[config.mk]
export PLATFORM = sky130hd
export DESIGN_NAME = mem_fifo_loader
export DESIGN_NICKNAME = d
export VERILOG_FILES = /design/src/rtl/mem_fifo_loader.sv
export SDC_FILE = /design/constraint.sdc
export NUM_CORES = 1
export LEC_CHECK = 0
export ABC_CLOCK_PERIOD_IN_PS = 2700
export CORE_MARGIN = 10
export CORE_UTILIZATION = 44
export CTS_BUF_LIST = sky130_fd_sc_hd__clkbuf_4
export CTS_CLUSTER_DIAMETER = 120
export DETAILED_ROUTE_END_ITERATION = 8
export GPL_TIMING_DRIVEN = 0
export HOLD_SLACK_MARGIN = 0.15
export PLACE_DENSITY = 0.89
export SYNTH_ARGS = -nofsm -noshare
export SYNTH_HDL_FRONTEND = slang
export SYNTH_SLANG_ARGS = --single-unit
[constraint.sdc]
create_clock -name clk -period 2.7 [get_ports clk]
set_input_delay 0.81 -clock clk [delete_from_list [all_inputs] [get_ports clk]]
set_output_delay 0.81 -clock clk [all_outputs]
set_load 0.02 [all_outputs]
[src/rtl/mem_fifo_loader.sv]
// rtl/mem_fifo_loader.sv - Avalon-MM row fetcher that unpacks words into per-row input FIFOs
// Loads NUM_ROWS words (matrix A rows, then vector B) and signals done when all FIFOs are filled.
module mem_fifo_loader #(
  parameter int          DATA_WIDTH = 8,
  parameter int          WORD_WIDTH = 64,
  parameter int          NUM_ROWS   = 9,
  parameter int          ADDR_WIDTH = 32,
  parameter int unsigned BASE_ADDR  = 0
) (
  input  logic                  clk,
  input  logic                  rst,
  input  logic                  start,
  output logic [ADDR_WIDTH-1:0] address,
  output logic                  read,
  input  logic [WORD_WIDTH-1:0] readdata,
  input  logic                  readdatavalid,
  input  logic                  waitrequest,
  input  logic [NUM_ROWS-1:0]   fifo_full,
  output logic [NUM_ROWS-1:0]   fifo_wr_en,
  output logic [DATA_WIDTH-1:0] fifo_wdata,
  output logic                  busy,
  output logic                  done
);

  localparam int ELEMS = WORD_WIDTH / DATA_WIDTH;
  localparam int IDX_W = (ELEMS > 1) ? $clog2(ELEMS) : 1;
  localparam int ROW_W = (NUM_ROWS > 1) ? $clog2(NUM_ROWS) : 1;
  localparam logic [IDX_W-1:0] LAST_IDX = IDX_W'(ELEMS - 1);
  localparam logic [ROW_W-1:0] LAST_ROW = ROW_W'(NUM_ROWS - 1);

  typedef enum logic [2:0] {IDLE, REQ, WAIT, UNPACK, NEXT, DONE} state_t;

  state_t                  state, state_next;
  logic [ROW_W-1:0]        row, row_next;
  logic [IDX_W-1:0]        idx, idx_next;
  logic [WORD_WIDTH-1:0]   word, word_next;
  logic [WORD_WIDTH-1:0]   word_shifted;
  logic                    row_ready;

  // Most-significant element first: shift the current element to the top of the word.
  assign word_shifted = word << (DATA_WIDTH * int'(idx));
  assign row_ready    = !fifo_full[row];

  always_comb begin
    state_next = state;
    row_next   = row;
    idx_next   = idx;
    word_next  = word;
    fifo_wr_en = '0;
    fifo_wdata = word_shifted[WORD_WIDTH-1 -: DATA_WIDTH];
    case (state)
      IDLE, DONE: begin
        if (start) begin
          state_next = REQ;
          row_next   = '0;
        end
      end
      REQ: begin
        if (!waitrequest) state_next = WAIT;
      end
      WAIT: begin
        if (readdatavalid) begin
          word_next  = readdata;
          idx_next   = '0;
          state_next = UNPACK;
        end
      end
      UNPACK: begin
        // Write enable is gated by the live full flag so a write never lands on a full FIFO.
        if (row_ready) begin
          fifo_wr_en = NUM_ROWS'(1) << row;
          idx_next   = idx + 1'b1;
          if (idx == LAST_IDX) state_next = NEXT;
        end
      end
      NEXT: begin
        if (row == LAST_ROW) begin
          state_next = DONE;
        end else begin
          row_next   = row + 1'b1;
          state_next = REQ;
        end
      end
      default: state_next = IDLE;
    endcase
  end

  always_ff @(posedge clk or posedge rst) begin
    if (rst) begin
      state   <= IDLE;
      row     <= '0;
      idx     <= '0;
      word    <= '0;
      address <= '0;
      read    <= 1'b0;
      busy    <= 1'b0;
      done    <= 1'b0;
    end else begin
      state <= state_next;
      row   <= row_next;
      idx   <= idx_next;
      word  <= word_next;
      // Bus and status outputs are registered from the next state so they align with it.
      read  <= (state_next == REQ);
      busy  <= (state_next == REQ) || (state_next == WAIT) ||
               (state_next == UNPACK) || (state_next == NEXT);
      done  <= (state_next == DONE);
      if (state_next == REQ) address <= ADDR_WIDTH'(BASE_ADDR) + ADDR_WIDTH'(row_next);
    end
  end

endmodule

==> qor.yml <==
status: "finished, violations left"
violations: "setup timing"
drt-wirelength-per-cell_um: 16.8
fin_setup_tns_ns: -2.96
worstPathCellList: "buf_2, mux4_2, a211o_1, a21oi_2, and3_4, buf_6"
rows: 35
ir_drop_uv: 791
nFillCells: 755
final_core_util_pct: 63.7
grt_max_degree: 45
worst_setup_path_start_kind: "input pin"
setup_viol: 17
cts_hold_buffers: 0
hold_violations: 0
final_max_slew_viol_count: 0
avgSynthCellArea_um2: 9.39
postSynthCellCount: 442
fin_crit_sh_pct: 111
cpMaxStageDelayCell: "mux4_2"
ys_seq_area_share_pct: 48.8
relSlewSlack_pct: 45.7
dp_cells: 682
regToRegSetupSlack_ns: 0.45
busiest_layer: "met2"
io_pins: 130
timing.critical_path.buf_inv: 2
cts_tree: "done"
antenna_left: 0
cp.arrival_ns: 2.17
grtUsageMet2_pct: 29.6
critPathMaxStageDelay_ns: 0.48
timing.final.ws_setup_ns: -0.284
via_per_inst: 4.98
rsz0062_at_grt: "yes"
finalNetCount: 679
final_cells: 709
final_layout_size_suffix_gt1_share_pct: 21.7
tightestPinTransition_ns: 0.812
grt_pass1_wl_um: 18300
max_freq_mhz: 335
track_usage_pct: 17.1
die_y_um: 117
die_width_um: 117
crit_required_ns: 1.89
yosys_warnings: 0
critical_path.max_fanout: 3
remaining_drc_errors: 0
cts-root-buf: "clkbuf_4"
portBuffers: 101
crit_family: "multiplexers"
cts_sinks: 81
whs_ns: 0.492
gp_congestion: 0.854
power_leakage_nw: 2.95
seq_area_um2: 2030
netlist_area_um2: 4150
cts_buffers: 9
synth-seq-cells: 81
dr_total_vias: 3532
area_growth_pct: 41.1
clock_skew_ns: 0.0140
yosys.cell_types.count: 39
grt_overflow_total: 0
drt_wl_total_um: 11900
use_met3_pct: 5.96
dpl.hpwl_um: 8950
use_met1_pct: 19.8
initial_core_util_pct: 45.1
drt_iter0_drc: 243
coreArea_um2: 9200
clkSlewWorstSetupHoldPaths_ns: 0.14
powerDensity_nw_per_um2: 1090
antenna_found_initial: 0
grt_pass1_vias: 3686
diodes: 0
design.die.area_um2: 13700
h-tree-depth: 3
cp-end-kind: "output pin"
multiInputGateArea_um2: 1980
cap_viol_max_count: 0
period_needed_ns: 2.98
firstDrtPassIters: 4
hold_path_class: "reg2reg"
cts.path.max_buffers: 2
clock_latency_ns: 0.44
worstSetupPathType: "in2out"
==> power by group <==
group	total (mW)	internal (mW)	switching, mW
registers	2.13	1.76	0.371
logic	3.48	1.76	1.72
clock network	0.775	0.298	0.477
total	6.38	3.82	2.56
==> sequential cells by signal, summed over array words and instances, names as in the netlist <==
signal,flops
address,4
busy,1
done,1
idx,3
read,1
row,4
state,3
word,64
==> what timing repair did <==
action	4_1_cts	5_1_grt
endpoints found under the setup margin	17	17
resized for setup	141	11
setup buffers	9	5
pin swaps	12	6
==> logic make-up (layout without fill, tap and decap cells) <==
logic type / after synthesis / count (layout) / synth area share (%)
compound gates: 25 / 25 / 3.86
fa+ha+maj: 10 / 10 / 2.89
buf+inv: 66 / 195 / 8.80
flops: 81 / 81 / 48.8
mux: 31 / 31 / 12.9
other cells: 1 / 28 / 0.0903
simple gates: 228 / 228 / 22.7
==> cell usage in the layout, fill, tap and decap left out, types with 2 or more instances in the layout <==
cell	Yosys	routed
nand2_1	201	201
a21oi_1	6	5
dfrtp_2	0	2
nand3b_1	2	2
and3_4	0	2
and2_1	6	5
nor4bb_1	2	2
mux4_2	17	17
buf_6	1	21
clkinvlp_4	0	3
mux2i_4	0	2
or2_2	2	2
buf_4	28	37
inv_6	0	3
buf_12	0	4
conb_1	1	28
dlygate4sd2_1	0	4
clkbuf_1	13	9
mux2_4	0	8
buf_1	7	6
o21ai_0	4	4
a31oi_1	8	8
clkdlybuf4s50_1	0	76
maj3_1	2	2
ha_1	8	8
inv_1	13	12
mux2i_1	5	3
dfrtp_1	81	79
clkbuf_4	0	9
buf_2	4	7
==> per-layer routing <==
layer	vias to the layer above	wire [um]
met3	23	1050
met5	-	0
met1	1679	4540
li1	1682	-
met2	148	6110
met4	0	225
==> synth_stat cells (all sizes together) <==
cell type / count / area [um^2]
a31oi: 8 / 50.1
clkbuf: 13 / 48.8
nor4: 1 / 6.26
dfrtp: 81 / 2030
nand4bb: 1 / 11.3
and4: 1 / 8.76
maj3: 2 / 20.0
ha: 8 / 100
mux2i: 5 / 50.1
nand3b: 2 / 15.0
a21o: 1 / 7.51
and3: 3 / 18.8
o21ai: 4 / 20.0
nor4bb: 2 / 20.0
conb: 1 / 3.75
nor3b: 1 / 12.5
o221ai: 2 / 17.5
mux2: 9 / 101
and2: 6 / 37.5
buf: 40 / 268
nor3: 1 / 5.00
or2: 2 / 12.5
nor2: 2 / 7.51
inv: 13 / 48.8
mux4: 17 / 383
a21oi: 6 / 30.0
a41o: 1 / 10.0
nand2b: 1 / 6.26
nand3: 2 / 10.0
and3b: 1 / 8.76
nor2b: 1 / 6.26
a211o: 1 / 8.76
a31o: 1 / 8.76
a21boi: 1 / 7.51
nand2: 201 / 754
==> path summary, 6_finish.rpt <==
kind / cells past startpoint / startpoint / to
max reg2reg: 9 / row[0]$_DFF_PP0_ / address[0]$_DFFE_PP0P_
min reg2reg: 2 / word[16]$_DFFE_PP0P_ / word[16]$_DFFE_PP0P_
min in group asynchronous: 2 / rst / word[18]$_DFFE_PP0P_
max: 6 / fifo_full[1] / fifo_wr_en[7]
max in group asynchronous: 3 / rst / idx[1]$_DFFE_PP0P_
min: 2 / word[16]$_DFFE_PP0P_ / word[16]$_DFFE_PP0P_
==> final cells by class <==
| type | instances | share of cell area [%] |
|---|---|---|
| plain buffers | 50 | 5.87 |
| clock buffers | 9 | 1.15 |
| clock inverters | 7 | 1.41 |
| inverters | 13 | 0.897 |
| multi-input cells | 322 | 33.7 |
| flip-flops and latches | 81 | 34.6 |
| well taps | 111 | 2.37 |
| repair buffers | 116 | 19.9 |
==> metrics by stage <==
| step | setup slack (ns) | area [um^2] | total power [mW] |
|---|---|---|---|
| 4_1_cts | -0.344 | 5770 | 6.17 |
| 3_3_place_gp | -1.13 | 5420 | 4.92 |
| 3_5_place_dp | -1.15 | 5440 | 5.07 |
| 6_report | -0.284 | 5860 | 6.38 |
| 2_1_floorplan | -0.139 | 4270 | 3.99 |
| 5_1_grt | -0.369 | 5860 | 6.80 |
==> worst register-to-register path, delay by kind of cell (launching register included) <==
kind | cells | cell delay [ns]
buffers and inverters | 4 | 0.46
and+or+nand+nor | 2 | 0.42
DFF | 1 | 0.41
muxes | 1 | 0.32
AOI/OAI and AO/OA | 1 | 0.31
adders and majority gates | 1 | 0.25
No activity file was read; power rests on OpenSTA's default activity.
